File: config.mk
export PLATFORM = sky130hd
export DESIGN_NAME = demux_1_to_4_buf
export DESIGN_NICKNAME = d
export VERILOG_FILES = /design/src/rtl/demux_pkg.sv /design/src/rtl/demux_slot.sv /design/src/rtl/demux_1_to_4_buf.sv
export SDC_FILE = /design/constraint.sdc
export NUM_CORES = 1
export LEC_CHECK = 0
export ABC_AREA = 1
export CAP_MARGIN = 25
export CELL_PAD_IN_SITES_DETAIL_PLACEMENT = 2
export CELL_PAD_IN_SITES_GLOBAL_PLACEMENT = 2
export CORE_ASPECT_RATIO = 0.9
export CORE_MARGIN = 4
export CORE_UTILIZATION = 33
export DETAILED_ROUTE_END_ITERATION = 10
export DONT_BUFFER_PORTS = 1
export PLACE_DENSITY = 0.84
export SLEW_MARGIN = 40
export SYNTH_ARGS = -nofsm -noshare
export SYNTH_HDL_FRONTEND = slang
export SYNTH_SLANG_ARGS = --single-unit
File: constraint.sdc
create_clock -name CLK -period 1.3 [get_ports CLK]
set_input_delay 0.065 -clock CLK [delete_from_list [all_inputs] [get_ports CLK]]
set_output_delay 0.065 -clock CLK [all_outputs]
set_load 0.01 [all_outputs]
File: src/rtl/demux_pkg.sv
// Shared types for the 1-to-4 buffered demux: channel count, index type, slot state.
package demux_pkg;
  localparam int NUM_CH   = 4;
  localparam int CH_IDX_W = 2;

  typedef logic [CH_IDX_W-1:0] ch_idx_t;

  typedef enum logic {
    EMPTY = 1'b0,
    FULL  = 1'b1
  } slot_state_e;
endpackage

File: src/rtl/demux_slot.sv
// One-entry registered holding slot with valid/ready. A load while full (draining)
// overwrites in place, so a ready consumer sees back-to-back words.
module demux_slot
  import demux_pkg::*;
#(
  parameter int WIDTH = 8
) (
  input  logic             clk,
  input  logic             rst,
  input  logic             load,
  input  logic [WIDTH-1:0] d,
  input  logic             ready,
  output logic             valid,
  output logic [WIDTH-1:0] q
);
  slot_state_e state, state_nxt;

  always_ff @(posedge clk or posedge rst) begin
    if (rst) state <= EMPTY;
    else     state <= state_nxt;
  end

  // Data is not cleared on drain; it holds the last word.
  always_ff @(posedge clk or posedge rst) begin
    if (rst)       q <= '0;
    else if (load) q <= d;
  end

  always_comb begin
    state_nxt = state;
    case (state)
      EMPTY:   if (load)           state_nxt = FULL;
      FULL:    if (ready && !load) state_nxt = EMPTY;
      default:                     state_nxt = EMPTY;
    endcase
  end

  assign valid = (state == FULL);
endmodule

File: src/rtl/demux_1_to_4_buf.sv
// 1-to-4 demux with per-channel one-entry buffers, manual (S) or round-robin routing.
// Optional per-channel accept counters on TX_COUNT when DEMUX_COUNT_EN is defined.
module demux_1_to_4_buf
  import demux_pkg::*;
#(
  parameter int WIDTH = 8
`ifdef DEMUX_COUNT_EN
  , parameter int CNT_W = 16
`endif
) (
  input  logic              CLK,
  input  logic              RST,
  input  logic [WIDTH-1:0]  D,
  input  logic              D_VALID,
  output logic              D_READY,
  input  logic [1:0]        S,
  input  logic              AUTO,
  output logic [WIDTH-1:0]  Y1,
  output logic [WIDTH-1:0]  Y2,
  output logic [WIDTH-1:0]  Y3,
  output logic [WIDTH-1:0]  Y4,
  output logic [NUM_CH-1:0] Y_VALID,
  input  logic [NUM_CH-1:0] Y_READY
`ifdef DEMUX_COUNT_EN
  , output logic [NUM_CH*CNT_W-1:0] TX_COUNT
`endif
);
  ch_idx_t                       rr;
  ch_idx_t                       tgt;
  logic                          accept;
  logic [NUM_CH-1:0]             load;
  logic [NUM_CH-1:0][WIDTH-1:0]  y_data;

  assign tgt     = AUTO ? rr : ch_idx_t'(S);
  // No skipping: a stalled target blocks the input even if other slots are empty.
  assign D_READY = !RST && (!Y_VALID[tgt] || Y_READY[tgt]);
  assign accept  = D_VALID && D_READY;

  always_ff @(posedge CLK or posedge RST) begin
    if (RST)                 rr <= '0;
    else if (accept && AUTO) rr <= rr + ch_idx_t'(1);
  end

  for (genvar i = 0; i < NUM_CH; i++) begin : g_ch
    assign load[i] = accept && (tgt == ch_idx_t'(i));

    demux_slot #(.WIDTH(WIDTH)) u_slot (
      .clk   (CLK),
      .rst   (RST),
      .load  (load[i]),
      .d     (D),
      .ready (Y_READY[i]),
      .valid (Y_VALID[i]),
      .q     (y_data[i])
    );
  end

  assign Y1 = y_data[0];
  assign Y2 = y_data[1];
  assign Y3 = y_data[2];
  assign Y4 = y_data[3];

`ifdef DEMUX_COUNT_EN
  logic [NUM_CH-1:0][CNT_W-1:0] cnt;

  always_ff @(posedge CLK or posedge RST) begin
    if (RST) cnt <= '0;
    else begin
      for (int i = 0; i < NUM_CH; i++)
        if (load[i]) cnt[i] <= cnt[i] + CNT_W'(1);
    end
  end

  assign TX_COUNT = cnt;
`else
  // Counter-free build: no TX_COUNT port, no counter state.
`endif
endmodule

# [Word-level counts from Yosys, hierarchy flattened]
# Cells that the tools add are included.
[word_totals] register_bits=38 latchBits=0 ram_bits=0 romBits=0 inputBits=18 out_inout_bits=37 word_cells=54 memories=0
[classes] add_sub_neg=1 multipliers=0 div=0 order_cmp=1 eq_ne=3 shifts=0 muxes=17 n_bitwise=4 reduce_logical=19
[ops] op="$logic_and A1 B1 Y1" count=11
[ops] op="$mux W1" count=10
[ops] op="$pmux W1 S2" count=4
[ops] op="$logic_not A1 Y1" count=6
[ops] op="$bmux W1 S2" count=2
[ops] op="$eq A2 B2 Y1 const B" count=2
[ops] op="$not A1 Y1" count=4
[ops] op="$lt A2 B3 Y1 const B" count=1
[ops] op="$add A2 B1 Y2 const B" count=1
[ops] op="$eq A2 B1 Y1 const B" count=1
[ops] op="$logic_not A2 Y1" count=1
[ops] op="$mux W2" count=1
[ops] op="$logic_or A1 B1 Y1" count=1

# [Longest topological paths before layout]
[depth] depth_word=12 depth_mapped=12 depth_no_buf=11

# [Modules after synthesis]
# A second synthesis with hierarchy kept.
[hier_totals] cells_unflattened=203 area_unflattened_um2=1680.4
[modules_own_cells] mod="demux_slot" instances=4 cells_each=39 area_each_um2=345.3 seq_area_each_um2=225.2
[modules_own_cells] mod="demux_1_to_4_buf" instances=1 cells_each=47 area_each_um2=299.0 seq_area_each_um2=50.0

# [Worst setup path after synthesis]
# No wires, ideal clock.
[synth_timing] kind="input to register" start="in RST" end="reg g_ch[0].u_slot.state" setup_ps=140 arrival_ps=1636 required_time_ps=1160 path_slack_ps=-476 stages=3 path_buffers=0 path_cell_list="clkinv_1 -> nand4_2 -> o21ai_1"
[synth_between] elab_chain_len=8 elab_cells_between_ends=9 cone_classes="mux: 3; reduce/logical: 6"
[synth_lines] element="start, declared" line_no="demux_1_to_4_buf.sv:12" text="input logic RST,"
[synth_lines] element="$logic_not A1 Y1 (no line) *"
[synth_lines] element="$logic_and A1 B1 Y1 *" line_no="demux_1_to_4_buf.sv:36" text="assign D_READY = !RST && (!Y_VALID[tgt] || Y_READY[tgt]);"
[synth_lines] element="$logic_and A1 B1 Y1 *" line_no="demux_1_to_4_buf.sv:37" text="assign accept = D_VALID && D_READY;"
[synth_lines] element="$logic_and A1 B1 Y1 *" line_no="demux_1_to_4_buf.sv:45" text="assign load[i] = accept && (tgt == ch_idx_t'(i));"
[synth_lines] element="$logic_not A1 Y1" line_no="demux_slot.sv:33" text="FULL: if (ready && !load) state_nxt = EMPTY;"
[synth_lines] element="$logic_and A1 B1 Y1" line_no="demux_slot.sv:33"
[synth_lines] element="$mux W1" line_no="demux_slot.sv:33"
[synth_lines] element="$pmux W1 S2 *" line_no="demux_slot.sv:31" text="case (state)"
[synth_lines] element="named net g_ch[0].u_slot.state_nxt" line_no="demux_slot.sv:16" text="slot_state_e state, state_nxt;"
[synth_lines] element="end signal, assigned" line_no="demux_slot.sv:20" text="else state <= state_nxt;"
[synth_lines] element="end, declared" line_no="demux_slot.sv:16"
# Mark *: on every way through the listed nets, which the timed path passes. The rest lies on a longest branch.
# A chain may end at the register's enable or synchronous reset.

# [Final worst setup path]
[layout_timing] start="reg rr[0]" end="reg g_ch[1].u_slot.q[2]"
[layout_between] elab_chain_len=8 elab_cells_between_ends=11 cone_classes="eq/ne: 1; mux: 5; reduce/logical: 5"
[layout_lines] element="start, declared" line_no="demux_1_to_4_buf.sv:28" text="ch_idx_t rr;"
[layout_lines] element="start signal, assigned" line_no="demux_1_to_4_buf.sv:41" text="else if (accept && AUTO) rr <= rr + ch_idx_t'(1);"
[layout_lines] element="$mux W2 *" line_no="demux_1_to_4_buf.sv:34" text="assign tgt = AUTO ? rr : ch_idx_t'(S);"
[layout_lines] element="$bmux W1 S2" line_no="demux_1_to_4_buf.sv:36"
[layout_lines] element="$mux W1 (implied by the code)" line_no="demux_1_to_4_buf.sv:36"
[layout_lines] element="$logic_not A1 Y1" line_no="demux_1_to_4_buf.sv:36"
[layout_lines] element="$logic_or A1 B1 Y1" line_no="demux_1_to_4_buf.sv:36"
[layout_lines] element="$logic_and A1 B1 Y1" line_no="demux_1_to_4_buf.sv:36"
[layout_lines] element="$logic_and A1 B1 Y1" line_no="demux_1_to_4_buf.sv:37"
[layout_lines] element="$logic_and A1 B1 Y1 *" line_no="demux_1_to_4_buf.sv:45"
[layout_lines] element="end signal, assigned" line_no="demux_slot.sv:25" text="if (rst) q <= '0;"
[layout_lines] element="end signal, assigned" line_no="demux_slot.sv:26" text="else if (load) q <= d;"
[layout_lines] element="end, declared" line_no="demux_slot.sv:14" text="output logic [WIDTH-1:0] q"
# Mark *: on every way between the ends. The rest lies on a longest branch, timed or not. The select of a mux whose other input is x is not followed.

==> impl_metrics.env <==
export IMPL_worstPathMaxFanout=7
export IMPL_switching_power_mw=2.460
export IMPL_fp_coreArea_um2=5349
export IMPL_netlist_instances=206
export IMPL_die_y_um=79.31
export IMPL_grt_ovfl_total=0
export IMPL_cts_htree_levels=2
export IMPL_p_int_mw=2.912
export IMPL_cts_sinks=38
export IMPL_viasPerCell=5.984
export IMPL_first_iter_violations=143
export IMPL_cap_violations=0
export IMPL_synthMuxAreaShare_pct=0
export IMPL_startpoint_type="register"
export IMPL_cp_buffers_inverters=3
export IMPL_register_area_um2=950.9
export IMPL_switching_share_pct=45.79
export IMPL_yosysSeqAreaShare_pct=51.01
export IMPL_crit_family="simple AND/OR/NAND/NOR gates"
export IMPL_crit_arrival_ns=2.05
export IMPL_antenna_cells=0
export IMPL_ios=55
export IMPL_worst_pin_slew_ns=0.5196
export IMPL_dr_pass1_iters=4
export IMPL_critPathMaxStageDelay_ns=0.43
export IMPL_vias=1903
export IMPL_yosysTopAreaCell="dfrtp_1"
export IMPL_fill_cells=567
export IMPL_synth_simple_area_share_pct=39.26
export IMPL_synth_area_per_cell_um2=9.050
export IMPL_yosys_register_bits=38
export IMPL_violations="hold timing, setup timing"
export IMPL_grt_first_pass_wirelength_um=13520
export IMPL_hpwl_um=4326
export IMPL_path_class="register to register"
export IMPL_synth_xor_area_share_pct=0.4698
export IMPL_port_buffers=0
export IMPL_use_met3_pct=8.091
export IMPL_fin_util_pct=49.59
export IMPL_synth_top_area_share_pct=51.01
export IMPL_nNetsFinal=268
export IMPL_synth_area_um2=1864
export IMPL_antenna_found_initial=0
export IMPL_timing_fmax_mhz=555.8
export IMPL_setup_tns_ns=-16.62
export IMPL_rows=25
export IMPL_hold_viol=2
export IMPL_gp_congestion=0.7573
export IMPL_wirelength_um=9289
export IMPL_clk_latency_ns=0.31
export IMPL_outcome="complete, but fails checks"
export IMPL_ant_nets=0
export IMPL_area_growth_pct=42.28
export IMPL_synth_top_family_by_area="simple AND/OR/NAND/NOR gates"
export IMPL_die_area_um2=6917
export IMPL_peakVddDrop_mv=0.8823
export IMPL_clkPwrFrac_pct=16.8
export IMPL_min_period_ns=1.799
export IMPL_synth_area_leaders="dfrtp_1 51%, nand2_1 15%, nand4_1 12%, nand2_2 3.7%, nand2_4 3.0%"
export IMPL_fin_crit_sh_pct=138.4
export IMPL_cts_buffers_inserted=5
export IMPL_drc=0
export IMPL_cts_tree="built"
export IMPL_critPathRequiredTime_ns=1.55
export IMPL_met1_usage_pct=34.07
export IMPL_grt_busiest_layer="met2"
export IMPL_fin_ws_ns=-0.4992
export IMPL_drive_above_1_share_pct=36.25
export IMPL_clk_pin_slew_ns=0.08
export IMPL_clockBufferDepth=2
export IMPL_end_kind="register"
export IMPL_grtUsageMet2_pct=43.02
export IMPL_setup_viol=39
export IMPL_gr_usage_all_layers_pct=27.05
export IMPL_synth_cell_types=19
export IMPL_synth_compound_area_share_pct=1.946
export IMPL_hold_ws_ns=-0.01485
export IMPL_synth_fa_ha_area_share_pct=0
export IMPL_multi_input_area_um2=1046
export IMPL_rsz0062_at_grt="true"
export IMPL_clockRootBuffer="clkbuf_8"
export IMPL_slew_headroom_pct=65.36
export IMPL_cpMostUsedCell="nand2_2"
export IMPL_grt_start_max_net_pins=44
export IMPL_synth_warnings=0
export IMPL_min_path_type="input port to register"
export IMPL_slew_violations=0
export IMPL_power_per_cell_area_nw_per_um2=2025
export IMPL_worstPathCellList="inv_2 > nand2_2 > nand2_4 > nand3_2 > nand2_2 > nor2_4 > buf_6 > a21oi_4 > clkbuf_16 > nand4_1 > nand2_1"
export IMPL_p_leak_nw=1.248
export IMPL_first_global_vias=2088
export IMPL_pwr_share_comb_pct=37.0
export IMPL_die_x_um=87.23
export IMPL_cp_slowest_cell="dfrtp_1"
export IMPL_synth_fp_nets=224
export IMPL_clock_skew_ns=0.004745
export IMPL_start_util_pct=34.85
export IMPL_wl_per_cell_um=29.21
export IMPL_seqPwrFrac_pct=46.1
==> cell families after synthesis <==
logic type | Yosys count
AOI/OAI and AO/OA | 5
and+or+nand+nor | 140
DFF | 38
xor gates and xnor gates | 1
buffers and inverters | 22
==> worst paths after layout <==
kind,end,depth (start not counted),start,slack (ns)
min,g_ch[3].u_slot.q[5],3,D_VALID,-0.01
max,g_ch[1].u_slot.q[2],11,rr[0],-0.50
min reg2reg,g_ch[3].u_slot.q[5],2,g_ch[3].u_slot.q[5],0.56
max reg2reg,g_ch[1].u_slot.q[2],11,rr[0],-0.50
min in group asynchronous,g_ch[3].u_slot.valid,2,RST,0.23
max in group asynchronous,g_ch[2].u_slot.valid,3,RST,0.24
==> cells in the mapped netlist, drive strengths merged <==
cell     n
a21oi    1
buf     11
clkbuf   1
clkinv   1
dfrtp   38
inv      9
nand2   91
nand3    5
nand4   39
nor2     5
o21ai    4
xor2     1
==> power by group through the flow <==
stage          Sequential [mW]  Combinational (mW)  Clock [mW]
2_1_floorplan             2.27               0.887           0
3_3_place_gp              2.41                1.15           0
3_5_place_dp              2.43                1.25           0
4_1_cts                   2.43                1.65       0.912
5_1_grt                   2.57                2.14       0.982
6_report                  2.48                1.99       0.904
==> routing by layer <==
| metal | part of all wire, % | wire length [µm] | vias to the layer above |
|---|---|---|---|
| met5 | 0 | 0 | - |
| met2 | 49 | 4531 | 90 |
| li1 | - | - | 803 |
| met4 | 3.1 | 285 | 0 |
| met3 | 8.4 | 780 | 23 |
| met1 | 40 | 3693 | 987 |
==> cell usage in the layout, fill, tap and decap left out, drive strengths merged, types with 4 or more instances in the layout <==
cell         synthesis  layout
buf                 11      27
inv                  9       9
nand4               39      43
nor2                 5       5
dlygate4sd3          0      15
clkbuf               1       7
nand3                5       5
nand2               91      92
dfrtp               38      38
o21ai                4       4
==> what timing repair did <==
item / in CTS / in global routing
hold buffers: 14 / 2
endpoints found under the hold margin: 39 / 33
gates resized for setup: 27 / 19
endpoints found under the setup margin: 39 / 39
pin swaps: 22 / 16
buffers inserted: 6 / 1
gates cloned: 6 / 1
==> registers in the layout, summed over array words and instances (netlist names) <==
signal and cells:
g_ch.u_slot.valid 4, rr 2, g_ch.u_slot.q 32
==> worst register-to-register path, delay by kind of cell (launching register included) <==
kind                   cells  cell delay, ns
AO/OA/AOI/OAI              1            0.23
buffers and inverters      3            0.41
flip-flops                 1            0.43
AND/OR/NAND/NOR            7            0.68
==> final cells by class <==
cell class / count / area share (%)
clock inverters: 2 / 0.4717
clock buffers: 6 / 3.113
multi-input cells: 152 / 39.43
repair buffers: 43 / 16.32
inverters: 10 / 1.651
well taps: 67 / 3.160
flip-flops and latches: 38 / 35.85
==> through the flow <==
step | setup WS [ns] | std cells | power [mW] | area [µm²]
after detailed placement | -0.6269 | 280 | 3.671 | 2001
after CTS | -0.2868 | 314 | 4.994 | 2520
after global placement | -0.5353 | 280 | 3.560 | 2001
final | -0.4992 | 318 | 5.372 | 2653
after global routing | -0.5658 | 318 | 5.688 | 2653
after floorplan | -0.08486 | 206 | 3.161 | 1868
Power figures use the tool's default switching activity.
